$ cat config.mk
export PLATFORM = sky130hd
export DESIGN_NAME = pseudo_spi_scan_readback
export DESIGN_NICKNAME = d
export VERILOG_FILES = /design/src/rtl/pseudo_spi_scan_readback_pkg.sv /design/src/rtl/pseudo_spi_scan_readback_scan_clk_gen.sv /design/src/rtl/pseudo_spi_scan_readback.sv
export SDC_FILE = /design/constraint.sdc
export NUM_CORES = 1
export LEC_CHECK = 0
export CAP_MARGIN = 5
export CORE_AREA = 5 5 76 106
export CTS_BUF_LIST = sky130_fd_sc_hd__clkbuf_4
export DETAILED_ROUTE_END_ITERATION = 8
export DIE_AREA = 0 0 81 111
export GPL_ROUTABILITY_DRIVEN = 0
export PLACE_DENSITY = 0.52
export SYNTH_ARGS = -nofsm -noshare
export SYNTH_HDL_FRONTEND = slang
export SYNTH_SLANG_ARGS = --single-unit
$ cat constraint.sdc
create_clock -name CLK -period 2.83 [get_ports CLK]
set_input_delay 0.4245 -clock CLK [delete_from_list [all_inputs] [get_ports CLK]]
set_output_delay 0.4245 -clock CLK [all_outputs]
set_load 0.1 [all_outputs]
$ cat src/rtl/pseudo_spi_scan_readback_pkg.sv
// Shared constants for the scan readback path: state encodings, slot phasing and default widths.
// The scan clock generator and the readback FSM both import this package.
package pseudo_spi_scan_readback_pkg;

  localparam int SLOT_PHASES = 4;
  localparam int PHASE_W     = $clog2(SLOT_PHASES);
  localparam int PH_SCLK1    = 1;
  localparam int PH_SCLK2    = 3;

  localparam int MEM_DATA_W  = 8;
  localparam int MEM_ADDR_W  = 9;
  localparam int DATA_LEN_W  = 8;

  typedef logic [2:0] spi_rb_state_t;

  localparam logic [2:0] SPI_RB_IDLE  = 3'd0;
  localparam logic [2:0] SPI_RB_CAPT  = 3'd1;
  localparam logic [2:0] SPI_RB_SHIFT = 3'd2;
  localparam logic [2:0] SPI_RB_WRITE = 3'd3;
  localparam logic [2:0] SPI_RB_DONE  = 3'd4;

  function automatic logic [PHASE_W-1:0] phase_next(input logic [PHASE_W-1:0] p);
    return (p == PHASE_W'(SLOT_PHASES - 1)) ? '0 : p + 1'b1;
  endfunction

endpackage

$ cat src/rtl/pseudo_spi_scan_readback_scan_clk_gen.sv
// Scan clock slot generator: 4-phase slot with non-overlapping SCLK1/SCLK2 pulses.
// Pulses are registered so the scan chain never sees decode glitches.
module pseudo_spi_scan_readback_scan_clk_gen
  import pseudo_spi_scan_readback_pkg::*;
(
  input  logic               clk,
  input  logic               rst,
  input  logic               en,
  output logic [PHASE_W-1:0] phase,
  output logic               sclk1,
  output logic               sclk2,
  output logic               slot_end
);

  // Outputs are set one edge early so the pulse lines up with its phase value.
  always_ff @(posedge clk or posedge rst) begin
    if (rst) begin
      phase <= '0;
      sclk1 <= 1'b0;
      sclk2 <= 1'b0;
    end else if (en) begin
      phase <= phase_next(phase);
      sclk1 <= (phase == PHASE_W'(PH_SCLK1 - 1));
      sclk2 <= (phase == PHASE_W'(PH_SCLK2 - 1));
    end else begin
      phase <= '0;
      sclk1 <= 1'b0;
      sclk2 <= 1'b0;
    end
  end

  assign slot_end = en && (phase == PHASE_W'(SLOT_PHASES - 1));

endmodule

$ cat src/rtl/pseudo_spi_scan_readback.sv
// Captures scan-chain PIN values, shifts the chain out and stores it as words in the SRAM,
// writing from ADDR_BGN downward.
//   state | meaning
//   IDLE  | wait for BGN, latch start address and word count
//   CAPT  | SEL=1 for one slot, chain loads PIN
//   SHIFT | sample SPI_SI at phase 0, pulse scan clocks, 8 slots per word
//   WRITE | one-cycle SRAM write of the assembled word
//   DONE  | spi_is_done=1 until BGN returns low
module pseudo_spi_scan_readback
  import pseudo_spi_scan_readback_pkg::*;
#(
  parameter int MEMORY_DATA_WIDTH = MEM_DATA_W,
  parameter int MEMORY_ADDR_WIDTH = MEM_ADDR_W,
  parameter int RESERVED_DATA_LEN = DATA_LEN_W
) (
  input  logic                         CLK,
  input  logic                         RST,
  input  logic                         BGN,
  input  logic [MEMORY_ADDR_WIDTH-1:0] ADDR_BGN,
  input  logic [RESERVED_DATA_LEN-1:0] DATA_LEN,
  input  logic                         SPI_SI,
  output logic                         SCLK1,
  output logic                         SCLK2,
  output logic                         SEL,
  output logic                         LAT,
  output logic                         CEN,
  output logic                         D_WE,
  output logic [MEMORY_ADDR_WIDTH-1:0] A,
  output logic [MEMORY_DATA_WIDTH-1:0] D,
  output logic                         spi_is_done
);

  localparam int BIT_W = $clog2(MEMORY_DATA_WIDTH);

  spi_rb_state_t                state;
  logic [PHASE_W-1:0]           phase;
  logic                         slot_end;
  logic                         clk_en;
  logic [BIT_W-1:0]             bit_cnt;
  logic [RESERVED_DATA_LEN-1:0] word_cnt;
  logic [MEMORY_DATA_WIDTH-1:0] shreg;

  assign clk_en = (state == SPI_RB_CAPT) || (state == SPI_RB_SHIFT);

  // Readback must never disturb the chain's parallel outputs.
  assign LAT = 1'b0;

  pseudo_spi_scan_readback_scan_clk_gen u_scan_clk_gen (
    .clk      (CLK),
    .rst      (RST),
    .en       (clk_en),
    .phase    (phase),
    .sclk1    (SCLK1),
    .sclk2    (SCLK2),
    .slot_end (slot_end)
  );

  always_ff @(posedge CLK or posedge RST) begin
    if (RST) begin
      state       <= SPI_RB_IDLE;
      SEL         <= 1'b0;
      CEN         <= 1'b1;
      D_WE        <= 1'b0;
      A           <= '0;
      D           <= '0;
      spi_is_done <= 1'b0;
      bit_cnt     <= '0;
      word_cnt    <= '0;
      shreg       <= '0;
    end else begin
      CEN  <= 1'b1;
      D_WE <= 1'b0;
      case (state)
        SPI_RB_IDLE: begin
          if (BGN) begin
            A        <= ADDR_BGN;
            word_cnt <= DATA_LEN;
            SEL      <= 1'b1;
            state    <= SPI_RB_CAPT;
          end
        end
        SPI_RB_CAPT: begin
          if (slot_end) begin
            SEL     <= 1'b0;
            bit_cnt <= '0;
            state   <= SPI_RB_SHIFT;
          end
        end
        SPI_RB_SHIFT: begin
          // First bit out of the chain ends up in bit 0.
          if (phase == '0) begin
            shreg <= {SPI_SI, shreg[MEMORY_DATA_WIDTH-1:1]};
          end
          if (slot_end) begin
            if (bit_cnt == BIT_W'(MEMORY_DATA_WIDTH - 1)) begin
              bit_cnt <= '0;
              CEN     <= 1'b0;
              D_WE    <= 1'b1;
              D       <= shreg;
              state   <= SPI_RB_WRITE;
            end else begin
              bit_cnt <= bit_cnt + 1'b1;
            end
          end
        end
        SPI_RB_WRITE: begin
          if (word_cnt == '0) begin
            spi_is_done <= 1'b1;
            state       <= SPI_RB_DONE;
          end else begin
            word_cnt <= word_cnt - 1'b1;
            A        <= A - 1'b1;
            state    <= SPI_RB_SHIFT;
          end
        end
        SPI_RB_DONE: begin
          if (!BGN) begin
            spi_is_done <= 1'b0;
            state       <= SPI_RB_IDLE;
          end
        end
        default: begin
          SEL   <= 1'b0;
          state <= SPI_RB_IDLE;
        end
      endcase
    end
  end

endmodule

==> impl_metrics.env, run 1 <==
export IMPL_status="complete, no violations"
export IMPL_worst_r2r_path_depth=6
export IMPL_synth_edf_count=0
export IMPL_synth_warnings=0
export IMPL_num_rows=36
export IMPL_crit_chain="inv_1 > ha_1 > or3b_2 > o21ai_4 > nand2_4 > mux2_4"
export IMPL_crit_arrival_ns=2.36
export IMPL_cts_setup_buffers=0
export IMPL_hold_viol_final=0
export IMPL_min_period_ns=2.085
export IMPL_synth_seq_cells=47
export IMPL_yosys_area_share_simple_pct=18.22
export IMPL_viasPerCell=4.970
export IMPL_ant_nets=0
export IMPL_cp_start_kind="flip-flop"
export IMPL_rsz0062_at_grt="no"
export IMPL_synthAdderAreaFrac_pct=4.213
export IMPL_critical_path_top_delay_family="simple AND/OR/NAND/NOR gates"
export IMPL_grt_first_pass_wirelength_um=9239
export IMPL_synth_distinct_cells=55
export IMPL_regArea_sq_um=1177
export IMPL_final_common_cell="dfrtp_1"
export IMPL_final_area_sq_um=2933
export IMPL_cap_violations=0
export IMPL_clk_pin_slew_ns=0.15
export IMPL_start_util_pct=34.25
export IMPL_fp_coreArea_sq_um=6937
export IMPL_ys_async_sr_fraction_pct=100.0
export IMPL_synth_top_family_by_area="simple AND/OR/NAND/NOR gates"
export IMPL_cts_tree="done"
export IMPL_p_leak_nw=1.321
export IMPL_clock_sinks=47
export IMPL_synth_nets=249
export IMPL_finalMaxSlewViolations=0
export IMPL_synth_cells=220
export IMPL_cp_required_ns=3.10
export IMPL_dp_hpwl_um=4144
export IMPL_die_y_um=111
export IMPL_worstPathMaxFanout=10
export IMPL_skew_ns=0.01442
export IMPL_clk_latency_ns=0.36
export IMPL_areaGrowthSynthToFinish_pct=23.43
export IMPL_wl_per_cell_um=15.37
export IMPL_syn_avg_cell_area_sq_um=10.80
export IMPL_dpl_cell_area_sq_um=2853
export IMPL_fmax_mhz=479.6
export IMPL_ctsResizeCount=0
export IMPL_final_cell_mix="46 x dfrtp_1, 29 x buf_4, 22 x nand2_1"
export IMPL_die_x_um=81
export IMPL_rr_startpoint="word_cnt[0]$_DFFE_PP0P_"
export IMPL_ys_seq_area_share_pct=49.55
export IMPL_reg2reg_slack_ns=0.75
export IMPL_hold_class="input port to asynchronous set/reset pin"
export IMPL_peakVddDrop_v=0.0006402
export IMPL_multi_input_area_sq_um=1101
export IMPL_grt_max_degree=22
export IMPL_path_buf_inv=1
export IMPL_dr_first_iter_drc_count=44
export IMPL_power_density_nw_per_um2=1246
export IMPL_antenna_found_initial=0
export IMPL_slew_headroom_pct=56.73
export IMPL_synth_xor_area_share_pct=0.3686
export IMPL_synth_main_ff_cell="dfrtp_1"
export IMPL_cp_slowest_stage_delay_ns=0.53
export IMPL_cts_buffer_depth=2
export IMPL_tightest_slew_ns=0.6431
export IMPL_slowest_stage="or3b_2"
export IMPL_setup_viol=0
export IMPL_drt_first_pass_iters=4
export IMPL_wl_um=5547
export IMPL_drive_above_1_share_pct=23.68
export IMPL_clockRootBuffer="clkbuf_4"
export IMPL_first_global_vias=1859
export IMPL_rr_endpoint="A[1]$_DFFE_PP0P_"
export IMPL_grt_use_total_pct=13.15
export IMPL_n_antenna_cell=0
export IMPL_tns_ns=0
export IMPL_cts_max_level=2
export IMPL_fillCellCount=719
export IMPL_path_class="flip-flop to flip-flop"
export IMPL_post_route_drc_count=0
export IMPL_period_share_pct=73.67
export IMPL_hold_buffers=0
export IMPL_numCtsBuffers=5
export IMPL_portBuffers=43
export IMPL_synthMuxAreaShare_pct=9.110
export IMPL_synth_area_sq_um=2376
export IMPL_synth_compound_area_share_pct=14.27
export IMPL_grt_ovfl_total=0
export IMPL_vias=1794
export IMPL_crit_path_end_kind="flip-flop"
export IMPL_dieArea_sq_um=8991
export IMPL_finalNetCount=294
export IMPL_pin_count=45
-- worst max-delay path by stage --
stage	start	end	slack [ns]	cells past startpoint
final	word_cnt[0]$_DFFE_PP0P_	A[1]$_DFFE_PP0P_	0.75	6
after global routing	word_cnt[0]$_DFFE_PP0P_	A[1]$_DFFE_PP0P_	0.63	6
after CTS	word_cnt[0]$_DFFE_PP0P_	A[1]$_DFFE_PP0P_	0.73	6
after detailed placement	BGN	word_cnt[5]$_DFFE_PP0P_	0.41	4
after global placement	BGN	word_cnt[5]$_DFFE_PP0P_	0.44	4
after floorplan	A[0]$_DFFE_PP0P_	A[6]$_DFFE_PP0P_	0.76	6
-- registers in the layout, indices dropped and copies added (netlist names) --
name / count
shreg: 8
SEL: 1
A: 9
u_scan_clk_gen.sclk2: 1
D: 8
CEN: 1
state: 3
word_cnt: 8
bit_cnt: 3
D_WE: 1
spi_is_done: 1
u_scan_clk_gen.sclk1: 1
u_scan_clk_gen.phase: 2
-- synth_stat cells, types with 2 or more instances --
cell	count	area, sq um
nand2b_1	4	25.02
and3b_1	2	17.52
and2_1	3	18.77
buf_2	5	25.02
o211ai_1	3	22.52
nand2_1	22	82.58
o311ai_0	4	35.03
nand4_1	2	12.51
a31oi_1	3	18.77
nor2b_1	6	37.54
nor4_1	3	18.77
or4b_1	2	20.02
dfrtp_1	46	1151
o22ai_1	4	25.02
inv_1	10	37.54
o32ai_1	2	17.52
nand3_1	3	15.01
o21ai_0	10	50.05
nor3b_1	2	15.01
a21oi_1	12	60.06
nor3_1	4	20.02
nor2_1	10	37.54
a211oi_1	2	15.01
ha_1	8	100.1
clkbuf_4	2	15.01
mux2_2	17	191.4
-- cell families after synthesis --
logic type                 Yosys count
DFF                                 47
adders and majority gates            8
and+or+nand+nor                     73
xor gates and xnor gates             1
AOI/OAI and AO/OA                   50
other                                1
buffers and inverters               21
muxes                               19
-- cell type report --
cell class	instances	area share [%]
Sequential cell	47	40.15
Multi-Input combinational cell	152	37.54
Timing Repair Buffer	49	14.25
Tap cell	95	4.053
Clock buffer	5	1.280
Clock inverter	3	1.451
Inverter	10	1.280
-- power by group --
| part | internal, W | switching (W) | total [W] |
|---|---|---|---|
| Sequential | 0.000932 | 0.000235 | 0.00117 |
| Clock | 0.000187 | 0.000229 | 0.000416 |
| Combinational | 0.000628 | 0.00144 | 0.00207 |
-- metal layers --
layer  wire length [um]  GRT usage [%]  vias up  share of wire (%)
met5                  0              0        -                  0
met4                 81          4.397        0                1.5
met3                237          2.764        5                4.3
met2               2884          22.38       31                 52
met1               2344          16.14      872                 42
li1                   -              -      886                  -
-- worst register-to-register path, stage by stage, from the launching register on --
cell and delay [ns]:
dfrtp_1 0.41, inv_1 0.11, ha_1 0.20, or3b_2 0.53
o21ai_4 0.35, nand2_4 0.08, mux2_4 0.30
-- per-stage QoR --
stage | worst slack (ns) | std cells | total power, W | utilization [%] | hold slack [ns]
after global placement | 0.4391 | 353 | 0.003266 | 41.13 | 0.4688
after detailed placement | 0.4075 | 353 | 0.003282 | 41.13 | 0.4701
after global routing | 0.6312 | 361 | 0.003888 | 42.28 | 0.2913
final | 0.7451 | 361 | 0.003656 | 42.28 | 0.2854
after CTS | 0.7281 | 361 | 0.003705 | 42.28 | 0.2739
after floorplan | 0.7572 | 220 | 0.002794 | - | 0.4401
Note: power is estimated with default switching activity, not from simulation.
==> run 2: changes to the inputs <==
clock period = 2 ns   (was 2.83 ns; I/O delays follow)
==> run 2 against run 1 <==
Effect of this change:
- clock-buffer cell count stayed put
- routed wire length is 1.2% higher
- first-iteration DRC count is 32% higher
- via count is 1.0% higher
- maximum frequency is 11% higher
- worst setup slack worse by 0.62 ns
- core utilization is 1.2 points higher
- sequential power is 42% higher
- largest cell class unchanged
- total power is 44% higher
- sequential cell count stayed put
- register-to-register slack worse by 0.62 ns
- die area stayed put
==> impl_metrics.env, run 2 (synthesis gave the netlist of run 1 again) <==
export IMPL_finalNetCount=304
export IMPL_final_common_cell="dfrtp_1"
export IMPL_dp_cells=363
export IMPL_vias=1812
export IMPL_rr_startpoint="word_cnt[0]$_DFFE_PP0P_"
export IMPL_areaGrowthSynthToFinish_pct=26.96
export IMPL_drt_first_pass_iters=4
export IMPL_rr_endpoint="A[1]$_DFFE_PP0P_"
export IMPL_fillCellCount=724
export IMPL_rsz0062_at_grt="no"
export IMPL_n_antenna_cell=0
export IMPL_hold_ws_ns=0.3287
export IMPL_skew_ns=0.009147
export IMPL_grt_ovfl_total=0
export IMPL_clock_sinks=47
export IMPL_hold_viol_final=0
export IMPL_fmax_mhz=533.9
export IMPL_largest_register_ffs=9
export IMPL_cts_buffer_depth=2
export IMPL_dpl_cell_area_sq_um=2929
export IMPL_portBuffers=43
export IMPL_ant_nets=0
export IMPL_period_share_pct=93.65
export IMPL_crit_chain="inv_1 > ha_1 > or3b_4 > o21ai_4 > nand2_4 > mux2_4"
export IMPL_numCtsBuffers=5
export IMPL_finalNonFillerCells=371
export IMPL_grt_use_total_pct=13.00
export IMPL_num_rows=36
export IMPL_cts_setup_buffers=0
export IMPL_clk_pin_slew_ns=0.15
export IMPL_power_density_nw_per_um2=1749
export IMPL_first_global_vias=1861
export IMPL_fp_coreArea_sq_um=6937
export IMPL_die_x_um=81
export IMPL_pin_count=45
export IMPL_grt_max_degree=25
export IMPL_antenna_found_initial=0
export IMPL_peakVddDrop_v=0.0006973
export IMPL_p_leak_nw=1.373
export IMPL_final_area_sq_um=3017
export IMPL_dr_first_iter_drc_count=58
export IMPL_reg2reg_slack_ns=0.13
export IMPL_status="complete, no violations"
export IMPL_wl_um=5614
export IMPL_cts_tree="done"
export IMPL_post_route_drc_count=0
export IMPL_final_cell_mix="45 x dfrtp_1, 39 x buf_4, 22 x nand2_1"
export IMPL_cp_start_kind="flip-flop"
export IMPL_hold_class="input port to asynchronous set/reset pin"
export IMPL_crit_path_end_kind="flip-flop"
export IMPL_cts_max_level=2
export IMPL_crit_arrival_ns=2.14
export IMPL_min_period_ns=1.873
export IMPL_cp_slowest_stage_delay_ns=0.42
export IMPL_regMostFlops="A"
export IMPL_wl_per_cell_um=15.13
export IMPL_path_class="flip-flop to flip-flop"
export IMPL_dieArea_sq_um=8991
export IMPL_grt_first_pass_wirelength_um=9252
export IMPL_cap_violations=0
export IMPL_finalMaxSlewViolations=0
export IMPL_slowest_stage="dfrtp_1"
export IMPL_tns_ns=0
export IMPL_cp_required_ns=2.26
export IMPL_clockRootBuffer="clkbuf_4"
export IMPL_worstPathMaxFanout=8
export IMPL_clk_latency_ns=0.36
export IMPL_drive_above_1_share_pct=27.17
export IMPL_dp_hpwl_um=4220
export IMPL_start_util_pct=34.25
export IMPL_die_y_um=111
export IMPL_viasPerCell=4.884
export IMPL_worst_r2r_path_depth=6
export IMPL_setup_viol=0
-- run 2: routing by layer --
metal	vias up	wire [um]	GRT usage [%]
met5	-	0	0
met4	0	42	3.946
met3	2	251	2.927
met2	34	2922	21.94
met1	872	2397	16.18
li1	904	-	-
-- run 2: worst max-delay path by stage --
stage	startpoint	end	slack, ns	cells after the start
final	word_cnt[0]$_DFFE_PP0P_	A[1]$_DFFE_PP0P_	0.13	6
after CTS	word_cnt[1]$_DFFE_PP0P_	A[1]$_DFFE_PP0P_	0.04	6
after detailed placement	BGN	word_cnt[5]$_DFFE_PP0P_	0.03	5
after global routing	A[0]$_DFFE_PP0P_	A[8]$_DFFE_PP0P_	0.04	6
after floorplan	A[1]$_DFFE_PP0P_	A[6]$_DFFE_PP0P_	0.02	6
after global placement	BGN	word_cnt[5]$_DFFE_PP0P_	0.05	5
-- run 2: repair_timing --
action | in CTS | in global routing
hold buffers | 0 | 0
resized for setup | 0 | 1
endpoints found under the setup margin | 0 | 3
hold endpoints to repair | 0 | 0
-- run 2: power breakdown --
group / internal (W) / switching (W) / leakage (nW)
logic: 0.000953 / 0.00206 / 0.754
registers: 0.00132 / 0.000343 / 0.573
clock network: 0.000270 / 0.000327 / 0.0458
-- run 2: area by class of cell --
cell class / count / area, sq um / share of cell area [%]
Inverter: 10 / 37.54 / 1.244
Sequential cell: 47 / 1179 / 39.07
Clock inverter: 3 / 47.55 / 1.576
Tap cell: 95 / 118.9 / 3.940
Clock buffer: 5 / 37.54 / 1.244
Timing Repair Buffer: 59 / 493.0 / 16.34
Multi-Input combinational cell: 152 / 1104 / 36.58
-- run 2: worst max-delay path: cells and delay by family (launching register included) --
| kind | cells | cell delay, ns |
|---|---|---|
| mux | 1 | 0.30 |
| fa+ha+maj | 1 | 0.19 |
| flops | 1 | 0.42 |
| compound gates | 1 | 0.30 |
| simple gates | 2 | 0.50 |
| buf+inv | 1 | 0.08 |
-- run 2: metrics by stage --
stage | power (W) | utilization [%] | setup WS, ns
floorplan | 0.003956 | - | 0.01950
global placement | 0.004697 | 42.23 | 0.04576
detailed placement | 0.004728 | 42.23 | 0.03298
CTS | 0.005341 | 43.45 | 0.04120
global route | 0.005608 | 43.49 | 0.03600
finish | 0.005278 | 43.49 | 0.1270
==> run 3: changes to the inputs <==
CORE_AREA = 4 4 75 105   (was 5 5 76 106)
DIE_AREA = 0 0 79 109   (was 0 0 81 111)
==> run 3 against run 2 <==
Effect of this change:
- total power is 2.4% higher
- maximum frequency increased by 2.1%
- final cell count stayed put
- global-route usage increased by 0.96 points
- worst hold slack worse by 0.12 ns
- combinational power is essentially flat
- register-to-register slack gained 0.04 ns
- highest routed layer unchanged
==> impl_metrics.env, run 3 (synthesis gave the netlist of run 1 again) <==
export IMPL_status="complete, no violations"
export IMPL_post_route_drc_count=0
export IMPL_dpl_cell_area_sq_um=2942
export IMPL_path_depth=6
export IMPL_final_cell_mix="45 x dfrtp_1, 38 x buf_4, 22 x nand2_1"
export IMPL_peakVddDrop_v=0.0007481
export IMPL_worstSetupStartpoint="word_cnt[1]$_DFFE_PP0P_"
export IMPL_rsz0062_at_grt="no"
export IMPL_clockRootBuffer="clkbuf_4"
export IMPL_cts_setup_buffers=0
export IMPL_largest_register_ffs=9
export IMPL_crit_arrival_ns=2.10
export IMPL_grt_max_degree=24
export IMPL_hold_viol_final=0
export IMPL_regMostFlops="A"
export IMPL_drive_above_1_share_pct=27.17
export IMPL_portBuffers=43
export IMPL_worstPathMaxFanout=8
export IMPL_finalMaxSlewViolations=0
export IMPL_dieArea_sq_um=8611
export IMPL_start_util_pct=34.25
export IMPL_cts_tree="done"
export IMPL_vias=1851
export IMPL_crit_path_end_kind="flip-flop"
export IMPL_path_buf_inv=1
export IMPL_drt_first_pass_iters=4
export IMPL_path_class="flip-flop to flip-flop"
export IMPL_areaGrowthSynthToFinish_pct=28.49
export IMPL_min_period_ns=1.834
export IMPL_fmax_mhz=545.4
export IMPL_grt_first_pass_wirelength_um=9349
export IMPL_hold_ws_ns=0.2128
export IMPL_slowest_stage="dfrtp_1"
export IMPL_clk_latency_ns=0.36
export IMPL_viasPerCell=4.989
export IMPL_grt_use_total_pct=13.96
export IMPL_rr_endpoint="A[1]$_DFFE_PP0P_"
export IMPL_grt_busiest_layer="met2"
export IMPL_dp_hpwl_um=4223
export IMPL_cap_violations=0
export IMPL_tns_ns=0
export IMPL_die_x_um=79
export IMPL_finalNetCount=304
export IMPL_num_rows=36
export IMPL_grt_ovfl_total=0
export IMPL_met1_usage_pct=16.83
export IMPL_worst_r2r_path_depth=6
export IMPL_pin_count=45
export IMPL_period_share_pct=91.68
export IMPL_rr_startpoint="word_cnt[1]$_DFFE_PP0P_"
export IMPL_use_met3_pct=2.975
export IMPL_final_common_cell="dfrtp_1"
export IMPL_first_global_vias=1919
export IMPL_fp_coreArea_sq_um=6937
export IMPL_hold_class="input port to asynchronous set/reset pin"
export IMPL_skew_ns=0.01157
export IMPL_antenna_found_initial=0
export IMPL_n_antenna_cell=0
export IMPL_cp_endpoint="A[1]$_DFFE_PP0P_"
export IMPL_hold_buffers=0
export IMPL_numCtsBuffers=5
export IMPL_power_density_nw_per_um2=1769
export IMPL_critical_path_top_delay_family="simple AND/OR/NAND/NOR gates"
export IMPL_cp_start_kind="flip-flop"
export IMPL_dr_first_iter_drc_count=66
export IMPL_p_leak_nw=1.389
export IMPL_cp_required_ns=2.26
export IMPL_clock_sinks=47
export IMPL_crit_chain="inv_1 > ha_1 > or3b_4 > o21ai_4 > nand2_4 > mux2_4"
export IMPL_cts_buffer_depth=2
export IMPL_wl_um=5594
export IMPL_cp_slowest_stage_delay_ns=0.41
export IMPL_met2_usage_pct=24.04
export IMPL_final_area_sq_um=3053
export IMPL_ant_nets=0
export IMPL_setup_viol=0
export IMPL_clk_pin_slew_ns=0.15
export IMPL_wl_per_cell_um=15.08
export IMPL_die_y_um=109
export IMPL_reg2reg_slack_ns=0.17
export IMPL_cts_max_level=2
-- run 3: cell types whose count changed in the layout (fill, tap and decap cells not counted), sizes merged --
cell	delta
bufinv	+1
clkinv	-1
-- run 3: power breakdown --
group	internal, W	switching (W)
clock	0.000398	0.000331
sequential	0.00132	0.000323
combinational	0.000957	0.00207
-- run 3: worst min-delay path by stage --
stage / slack, ns / start / endpoint
floorplan: 0.42 / ADDR_BGN[6] / A[6]$_DFFE_PP0P_
global placement: 0.47 / u_scan_clk_gen.phase[0]$_DFF_PP0_ / u_scan_clk_gen.phase[0]$_DFF_PP0_
detailed placement: 0.47 / u_scan_clk_gen.phase[0]$_DFF_PP0_ / u_scan_clk_gen.phase[0]$_DFF_PP0_
CTS: 0.20 / RST / D_WE$_DFF_PP0_
global route: 0.20 / RST / D[2]$_DFFE_PP0P_
finish: 0.21 / RST / D_WE$_DFF_PP0_
-- run 3: final cells by class --
type	count	area, sq um
repair buffers	59	505.5
fillers	703	3884
clock inverters	3	71.32
inverters	10	37.54
flip-flops and latches	47	1179
well taps	95	118.9
clock buffers	5	37.54
multi-input cells	152	1104
-- run 3: stage by stage --
| stage | worst slack [ns] | instances | total power (W) | utilization (%) |
|---|---|---|---|---|
| after floorplan | 0.01950 | 220 | 0.003956 | - |
| after global placement | 0.05197 | 363 | 0.004697 | 42.41 |
| after detailed placement | 0.03912 | 363 | 0.004725 | 42.41 |
| after CTS | 0.05683 | 371 | 0.005466 | 43.98 |
| after global routing | 0.04228 | 371 | 0.005765 | 44.01 |
| final | 0.1664 | 371 | 0.005402 | 44.01 |
-- run 3: repair_timing --
action / in CTS / in global routing
setup endpoints to repair: 0 / 5
hold endpoints to repair: 0 / 0
resized for setup: 0 / 1
-- run 3: layer usage --
| layer | up-vias | share of wire (%) | routed length (um) |
|---|---|---|---|
| met4 | 0 | 2.0 | 113 |
| met5 | - | 0 | 0 |
| met3 | 9 | 5.2 | 291 |
| li1 | 918 | - | - |
| met2 | 44 | 50 | 2818 |
| met1 | 880 | 42 | 2370 |
